$ cat src/rtl/ahb_sram_arbiter.sv
// ahb_sram_arbiter
//   Two-master AHB-Lite arbiter in front of the single SRAM slave port.
//   Master 0 is the processor memory port; master 1 is the boot-loader
//   image-load write master. Each master has a one-entry address-phase
//   hold stage. A request that is not accepted by the slave while the
//   master sees HREADY=1 is parked there and is issued later. An
//   uncontended request passes straight through to the slave. The data
//   phase is routed back to the master that owned the accepted address
//   phase.
//
// Ports
//   hclk, hreset            clock, asynchronous active-high reset
//   mN_haddr..mN_hwdata     master N address/control/write data in
//   mN_hrdata/hready/hresp  master N read data, ready and response out
//   s_haddr..s_hwdata       muxed slave address/control/write data out
//   s_hrdata/hready/hresp   slave read data, ready and response in
//   gnt                     one-hot address-phase owner (debug)
module ahb_sram_arbiter #(
    parameter int ADDR_W    = 32,
    parameter int DATA_W    = 32,
    parameter int FIXED_PRI = 0
) (
    input  logic              hclk,
    input  logic              hreset,
    input  logic [ADDR_W-1:0] m0_haddr,
    input  logic [1:0]        m0_htrans,
    input  logic [2:0]        m0_hsize,
    input  logic [2:0]        m0_hburst,
    input  logic              m0_hwrite,
    input  logic              m0_hmastlock,
    input  logic [3:0]        m0_hprot,
    input  logic [DATA_W-1:0] m0_hwdata,
    output logic [DATA_W-1:0] m0_hrdata,
    output logic              m0_hready,
    output logic              m0_hresp,
    input  logic [ADDR_W-1:0] m1_haddr,
    input  logic [1:0]        m1_htrans,
    input  logic [2:0]        m1_hsize,
    input  logic [2:0]        m1_hburst,
    input  logic              m1_hwrite,
    input  logic              m1_hmastlock,
    input  logic [3:0]        m1_hprot,
    input  logic [DATA_W-1:0] m1_hwdata,
    output logic [DATA_W-1:0] m1_hrdata,
    output logic              m1_hready,
    output logic              m1_hresp,
    output logic [ADDR_W-1:0] s_haddr,
    output logic [1:0]        s_htrans,
    output logic [2:0]        s_hsize,
    output logic [2:0]        s_hburst,
    output logic              s_hwrite,
    output logic              s_hmastlock,
    output logic [3:0]        s_hprot,
    output logic [DATA_W-1:0] s_hwdata,
    input  logic [DATA_W-1:0] s_hrdata,
    input  logic              s_hready,
    input  logic              s_hresp,
    output logic [1:0]        gnt
);

    // Address-phase bundle: {addr, lock, prot, write, burst, size, trans}
    localparam int AP_W = ADDR_W + 14;
    localparam logic [1:0] TR_IDLE = 2'b00;

    logic [AP_W-1:0] live_ap [2];
    logic [AP_W-1:0] hold_ap [2];
    logic [AP_W-1:0] eff_ap  [2];
    logic [AP_W-1:0] s_ap;
    logic [1:0]      hold_vld;
    logic [1:0]      req;
    logic [1:0]      gnt_q;
    logic [1:0]      cur_gnt;
    logic [1:0]      dph_own;
    logic [1:0]      mready;
    logic            last_m1;
    logic            keep;

    assign live_ap[0] = {m0_haddr, m0_hmastlock, m0_hprot, m0_hwrite, m0_hburst, m0_hsize, m0_htrans};
    assign live_ap[1] = {m1_haddr, m1_hmastlock, m1_hprot, m1_hwrite, m1_hburst, m1_hsize, m1_htrans};

    always_comb begin
        for (int n = 0; n < 2; n++) begin
            eff_ap[n] = hold_vld[n] ? hold_ap[n] : live_ap[n];
            // NONSEQ/SEQ have trans[1] set; BUSY alone is not a new request
            req[n]    = hold_vld[n] | live_ap[n][1];
        end
    end

    // The current owner keeps the bus while locked or mid-burst (SEQ/BUSY
    // both have trans[0] set), so a burst is never split.
    always_comb begin
        keep = 1'b0;
        if (gnt_q[0])
            keep = eff_ap[0][13] | eff_ap[0][0];
        else if (gnt_q[1])
            keep = eff_ap[1][13] | eff_ap[1][0];
    end

    // Combinational grant gives zero added latency when uncontended. While
    // the slave stalls, the presented address phase must not change.
    always_comb begin
        cur_gnt = 2'b00;
        if (hreset)
            cur_gnt = 2'b00;
        else if (!s_hready || keep)
            cur_gnt = gnt_q;
        else if (req == 2'b11)
            cur_gnt = (FIXED_PRI != 0 || last_m1) ? 2'b01 : 2'b10;
        else
            cur_gnt = req;
    end

    assign s_ap = cur_gnt[0] ? eff_ap[0] : (cur_gnt[1] ? eff_ap[1] : '0);

    assign s_htrans    = s_ap[1:0];
    assign s_hsize     = s_ap[4:2];
    assign s_hburst    = s_ap[7:5];
    assign s_hwrite    = s_ap[8];
    assign s_hprot     = s_ap[12:9];
    assign s_hmastlock = s_ap[13];
    assign s_haddr     = s_ap[AP_W-1:14];
    assign gnt         = cur_gnt;

    always_comb begin
        for (int n = 0; n < 2; n++)
            mready[n] = dph_own[n] ? s_hready : ~hold_vld[n];
    end

    assign m0_hready = mready[0];
    assign m1_hready = mready[1];
    assign m0_hrdata = dph_own[0] ? s_hrdata : '0;
    assign m1_hrdata = dph_own[1] ? s_hrdata : '0;
    assign m0_hresp  = dph_own[0] & s_hresp;
    assign m1_hresp  = dph_own[1] & s_hresp;
    assign s_hwdata  = dph_own[0] ? m0_hwdata : (dph_own[1] ? m1_hwdata : '0);

    always_ff @(posedge hclk or posedge hreset) begin
        if (hreset) begin
            gnt_q      <= 2'b00;
            dph_own    <= 2'b00;
            hold_vld   <= 2'b00;
            last_m1    <= 1'b1;
            hold_ap[0] <= '0;
            hold_ap[1] <= '0;
        end else begin
            gnt_q <= cur_gnt;
            if (s_hready) begin
                // An accepted IDLE leaves no data phase to route back
                if (s_ap[1:0] != TR_IDLE) begin
                    dph_own <= cur_gnt;
                    last_m1 <= cur_gnt[1];
                end else begin
                    dph_own <= 2'b00;
                end
            end
            for (int n = 0; n < 2; n++) begin
                if (hold_vld[n]) begin
                    if (cur_gnt[n] && s_hready)
                        hold_vld[n] <= 1'b0;
                end else if (live_ap[n][1] && mready[n] && !(cur_gnt[n] && s_hready)) begin
                    // Master believes its address phase completed; park it
                    hold_vld[n] <= 1'b1;
                    hold_ap[n]  <= live_ap[n];
                end
            end
        end
    end

endmodule
$ cat config.mk
export PLATFORM = sky130hd
export DESIGN_NAME = ahb_sram_arbiter
export DESIGN_NICKNAME = d
export VERILOG_FILES = /design/src/rtl/ahb_sram_arbiter.sv
export SDC_FILE = /design/constraint.sdc
export NUM_CORES = 1
export LEC_CHECK = 0
export ABC_CLOCK_PERIOD_IN_PS = 3100
export CORE_MARGIN = 5
export CORE_UTILIZATION = 35
export DETAILED_ROUTE_END_ITERATION = 6
export GPL_TIMING_DRIVEN = 0
export PLACE_DENSITY = 0.77
export SLEW_MARGIN = 15
export SYNTH_ARGS = -nofsm -noshare
export SYNTH_HDL_FRONTEND = slang
export SYNTH_SLANG_ARGS = --single-unit
$ cat constraint.sdc
create_clock -name hclk -period 3.1 [get_ports hclk]
set_clock_uncertainty 0.1 [all_clocks]
set_input_delay 0.31 -clock hclk [delete_from_list [all_inputs] [get_ports hclk]]
set_output_delay 0.31 -clock hclk [all_outputs]
set_load 0.02 [all_outputs]
==> qor.csv, run 1 <==
metric,value,unit
grt-ovfl-total,0,
core,16700,um2
cts_buffers,9,
yosysUniqueCellTypes,43,
synth_enable_flop_cells,0,
path_cells,clkdlybuf4s50_1 > or3_1 > a41oi_2 > o21ai_2 > buf_4 > clkbuf_4 > o22ai_1 > dlygate4sd2_1,
slowest_delay,0.48,ns
yosys_warnings,0,
syn_nets,721,
ctsHtreeMaxLevel,3,
diodes,0,
critical_path.slowest_cell,clkdlybuf4s50_1,
vias,5637,
cts_tree,yes,
worst_slack,0.118,ns
avgViaCountPerCell,5.08,
clock-sinks,99,
worstPathArrival,2.57,ns
final_common_cell,clkdlybuf4s50_1,
hold_viol_final,0,
relSlewSlack,45.2,%
grt_pass1_wl,35.8,mm
final_cell_area,10000,um2
ant_nets,0,
dr.first_iter.drc_count,229,
p_per_area,749,nW/um2
hold_class,in2async,
cts.path.max_buffers,2,
wl_per_cell,21.7,um
ys_seq_elements,99,
io_pins,340,
final_net_count,1077,
track_usage,23.4,%
drtPass1Iterations,4,
die_w,141,um
peakVddDrop,0.459,mV
crit_fanout,10,
grt_max_degree,66,
dp_hpwl,19.1,mm
drt-total-wl,24.1,mm
drc,0,
layout_common_cells,"clkdlybuf4s50_1, dfrtp_1, mux2i_1, and2_1, mux2_1",
leakagePower,4.48,nW
slew_viol_final,0,
finalSetupViolCount,0,
rows,47,
synth_flop_cell,dfrtp_1,
path_delay_family,buffers and inverters,
port-buffer-count,339,
hold_slack,0.377,ns
fmax,335,MHz
gp_congestion,0.954,
crit_buf_inv,4,
synth_seq_area_share,41.3,%
place_ws,-0.681,ns
synth_cells,529,
min_period,2.98,ns
ctsRootBufferMaster,clkbuf_16,
synth_area_per_cell,11.3,um2
drv_cap,0,
die-height,141,um
fin_setup_tns,0,ns
worstPathRequired,2.69,ns
clk_latency,0.34,ns
worst_pin_slew,0.822,ns
fp.dieArea,19900,um2
antenna_found_initial,0,
area_delta_synth_final,66.8,%
clk_pin_slew_worst_paths,0.08,ns
place_area,9700,um2
status,completed,
worstSetupStartpointType,primary input,
finalCritPeriodShare,96.2,%
critPathCaptureType,primary output,
async_reset_ff_share,100,%
crit_type,in2out,
num-fill-cells,1447,
drive_gt1_share,16.4,%
grt_pass1_vias,5891,
floorplan.initialDensity,35.9,%
syn_area,6000,um2
## cell usage after synthesis (all sizes together), types with 3 or more instances
library cell / instances / area, um2
dfrtp: 98 / 2450
mux2i: 92 / 921
mux2: 90 / 1010
and2: 67 / 419
o22ai: 46 / 288
clkbuf: 31 / 116
a22o: 30 / 263
buf: 13 / 114
nand2: 9 / 33.8
o21ai: 8 / 43.8
inv: 6 / 22.5
a21oi: 4 / 20.0
nor3: 4 / 31.3
nor2: 3 / 11.3
## registers in the layout, indices dropped and copies added (netlist names)
| signal | flops |
|---|---|
| gnt_q | 2 |
| dph_own | 2 |
| hold_vld | 2 |
| last_m1 | 1 |
| hold_ap | 92 |
## stage by stage
stage	total power, mW	util (%)	instances
5_1_grt	7.95	59.9	1110
3_5_place_dp	6.33	58.1	1089
3_3_place_gp	6.25	57.9	1088
6_report	7.49	59.9	1110
4_1_cts	7.58	60.5	1105
2_1_floorplan	4.57	-	529
## layer usage
layer / GRT usage (%) / vias to the layer above / share of wire, %
li1: - / 2686 / -
met1: 28.2 / 2704 / 39
met2: 40.2 / 216 / 49
met3: 6.50 / 31 / 8.1
met4: 7.80 / 0 / 3.2
met5: 0 / - / 0
## worst paths after layout
kind | startpoint | end | slack, ns | cells past startpoint
worst max-delay path | m1_htrans[0] | s_haddr[5] | 0.12 | 8
worst min-delay path | hreset | hold_ap[9] | 0.38 | 2
worst max register to register | hold_vld[1] | hold_ap[77] | 0.35 | 8
worst min register to register | hold_ap[24] | hold_ap[24] | 0.39 | 1
max in group asynchronous | hreset | hold_ap[87] | 1.86 | 3
min in group hclk | hold_ap[24] | hold_ap[24] | 0.39 | 1
## repair_timing
item | 4_1_cts | 5_1_grt
setup endpoints to repair | 51 | 46
gates cloned | 0 | 1
buffers inserted | 0 | 4
hold buffers | 0 | 0
pin swaps | 1 | 3
gates resized for setup | 98 | 75
## power breakdown
group	total, mW	switching, mW	internal (mW)
Combinational	3.95	2.03	1.92
Clock	1.31	0.513	0.796
Sequential	2.23	0.312	1.92
Total	7.49	2.86	4.64
## worst reg2reg max path: stages (launching register included)
cell and delay (ns):
dfrtp_1 0.32, buf_4 0.17, or3b_1 0.40, a41oi_2 0.25
o21ai_2 0.17, buf_4 0.18, o2111ai_4 0.45, buf_6 0.24
mux2_2 0.35
## final cells by class
cell class	count	area (um2)	area share, %
timing repair buffer	344	3280	32.7
tap	220	275	2.75
buffer	44	269	2.69
inverter	6	27.5	0.275
clock buffer	9	225	2.25
sequential	99	2480	24.8
clock inverter	7	123	1.22
multi-input combinational	381	3340	33.3
## logic make-up after synthesis
family | synth area share (%)
simple gates | 9.61
flops | 41.3
compound gates | 12.7
buf+inv | 4.21
mux | 32.2
(Power assumes the default switching activity.)
==> inputs of run 2 (changes only) <==
--- a/config.mk
+++ b/config.mk
@@ -10,8 +10,9 @@
 export CORE_UTILIZATION = 35
 export DETAILED_ROUTE_END_ITERATION = 6
 export GPL_TIMING_DRIVEN = 0
+export HOLD_SLACK_MARGIN = 0.02
 export PLACE_DENSITY = 0.77
-export SLEW_MARGIN = 15
+export SLEW_MARGIN = 0
 export SYNTH_ARGS = -nofsm -noshare
 export SYNTH_HDL_FRONTEND = slang
 export SYNTH_SLANG_ARGS = --single-unit
==> qor.csv, run 2 (synthesis gave the netlist of run 1 again) <==
metric,value,unit,change
status,completed,,
slew_viol_final,0,,unchanged
path_cells,buf_2 > nor3b_4 > o31a_1 > a31oi_4 > nand3_4 > clkbuf_4 > o22ai_1 > clkdlybuf4s15_2,,
use_met3,6.91,%,+0.41 points
use_met2,40.3,%,+0.076 points
clock-sinks,99,,unchanged
grt_max_degree,66,,unchanged
grt_pass1_wl,35.6,mm,-0.52%
ctsHtreeMaxLevel,3,,unchanged
min_period,3.03,ns,+0.0444 ns
final_net_count,1075,,-0.19%
path_delay_family,compound AO/OA/AOI/OAI gates,,
cts_buffers,9,,unchanged
rsz0062_at_grt,yes,,
final_common_cell,clkdlybuf4s50_1,,
hold_class,reg2reg,,
critPathCaptureType,primary output,,
p_per_area,739,nW/um2,-1.3%
cts-hold-fix-buffers,0,,unchanged
worstPathRequired,2.69,ns,about the same
dp_hpwl,19.2,mm,+0.20%
finalSetupViolCount,0,,unchanged
grt-ovfl-total,0,,unchanged
ant_nets,0,,unchanged
critical_path.slowest_cell,dfrtp_1,,
clk_pin_slew_worst_paths,0.07,ns,about the same
power,7.36,mW,-1.8%
layout.cells.non_filler,1108,,-0.18%
vias,5606,,-0.55%
cts.path.max_buffers,2,,unchanged
area_delta_synth_final,65.9,%,
peakVddDrop,0.464,mV,+1.1%
core,16700,um2,unchanged
fp.dieArea,19900,um2,unchanged
relSlewSlack,47.5,%,+2.4 points
switchingPower,2.86,mW,about the same
p_comb_share,53.7,%,+0.9 points
crit_fanout,10,,unchanged
seqPwrFrac,30.3,%,+0.5 points
drt-total-wl,24.0,mm,-0.34%
drive_gt1_share,16.4,%,+0.037 points
cts_tree,yes,,
switching_share,38.9,%,+0.73 points
diodes,0,,unchanged
rows,47,,unchanged
dp_cells,1089,,unchanged
drv_cap,0,,unchanged
wl_per_cell,21.7,um,-0.16%
hold_viol_final,0,,unchanged
slowest_delay,0.36,ns,-0.12 ns
ctsRootBufferMaster,clkbuf_16,,
avgViaCountPerCell,5.06,,-0.37%
drtPass1Iterations,4,,unchanged
power_frac_clock,16.0,%,-1.5 points
top_usage_layer,met2,,
largest_reg_flops,92,,unchanged
internal_power,4.50,mW,-3.0%
die_w,141,um,unchanged
worst_pin_slew,0.787,ns,-0.0354 ns
layout_common_cells,"clkdlybuf4s50_1, dfrtp_1, mux2i_1, and2_1, mux2_1",,
track_usage,23.4,%,about the same
worstSetupStartpointType,flip-flop,,
largest-register,hold_ap,,
drc,0,,unchanged
clk_latency,0.34,ns,about the same
port-buffer-count,339,,unchanged
worstPathArrival,2.62,ns,+0.05 ns
crit_buf_inv,3,,-1
io_pins,340,,unchanged
antenna_found_initial,0,,unchanged
fmax,330,MHz,-1.5%
floorplan.initialDensity,35.9,%,unchanged
crit_type,reg2out,,
grt_pass1_vias,5911,,+0.34%
finalCritPeriodShare,97.6,%,+1.4 points
gp_congestion,0.954,,unchanged
die-height,141,um,unchanged
globalRouteMet1Util,27.9,%,-0.28 points
dr.first_iter.drc_count,207,,-9.6%
leakagePower,4.43,nW,-1.0%
## run 2: what timing repair did
item / 4_1_cts / 5_1_grt
setup endpoints to repair: 51 / 46
buffers inserted: 0 / 3
pin swaps: 1 / 2
resized for setup: 98 / 71
## run 2: final timing paths
kind | endpoint | slack [ns] | depth (start not counted) | startpoint
min | hold_ap[31] | 0.39 | 1 | hold_ap[31]
max | s_hburst[0] | 0.07 | 8 | hold_vld[0]
max in group asynchronous | hold_ap[87] | 1.80 | 3 | hreset
max reg2reg | hold_ap[19] | 0.36 | 7 | hold_vld[1]
min in group asynchronous | hold_ap[5] | 0.41 | 2 | hreset
min reg2reg | hold_ap[31] | 0.39 | 1 | hold_ap[31]
## run 2: worst register-to-register path, cell delays in order (launching register included)
cell	delay [ns]
dfrtp_1	0.32
buf_4	0.17
or3b_1	0.40
nand4_1	0.21
a31oi_1	0.21
nor3_4	0.60
buf_6	0.27
mux2_1	0.34
## run 2: routing by layer
layer | wire length (um) | vias to the layer above
li1 | - | 2681
met3 | 1950 | 28
met5 | 0 | -
met4 | 712 | 0
met1 | 9550 | 2679
met2 | 11800 | 218
## run 2: power groups by stage
stage | clock, mW | combinational [mW] | sequential [mW]
5_1_grt | 1.26 | 4.23 | 2.31
4_1_cts | 1.20 | 4.02 | 2.22
6_report | 1.17 | 3.95 | 2.23
2_1_floorplan | 0 | 2.41 | 2.15
3_5_place_dp | 0 | 4.09 | 2.24
3_3_place_gp | 0 | 4.04 | 2.20
## run 2: area by class of cell
class / count / area [um2]
clock inverters: 6 / 71.3
well taps: 220 / 275
fillers: 1466 / 6740
repair buffers: 343 / 3280
inverters: 6 / 25.0
multi-input cells: 380 / 3330
plain buffers: 44 / 267
clock buffers: 10 / 239
flip-flops and latches: 99 / 2480
## run 2: through the flow
step	setup WS, ns	hold WS, ns	utilization, %	cell area, um2	TNS, ns
2_1_floorplan	0.101	0.296	-	6000	0
3_3_place_gp	-1.75	0.366	57.9	9670	-198.11
3_5_place_dp	-0.660	0.376	58.1	9700	-26.54
4_1_cts	0.000759	0.393	60.2	10100	0
5_1_grt	-0.0200	0.407	59.6	9960	-0.0444
6_report	0.0739	0.389	59.6	9960	0
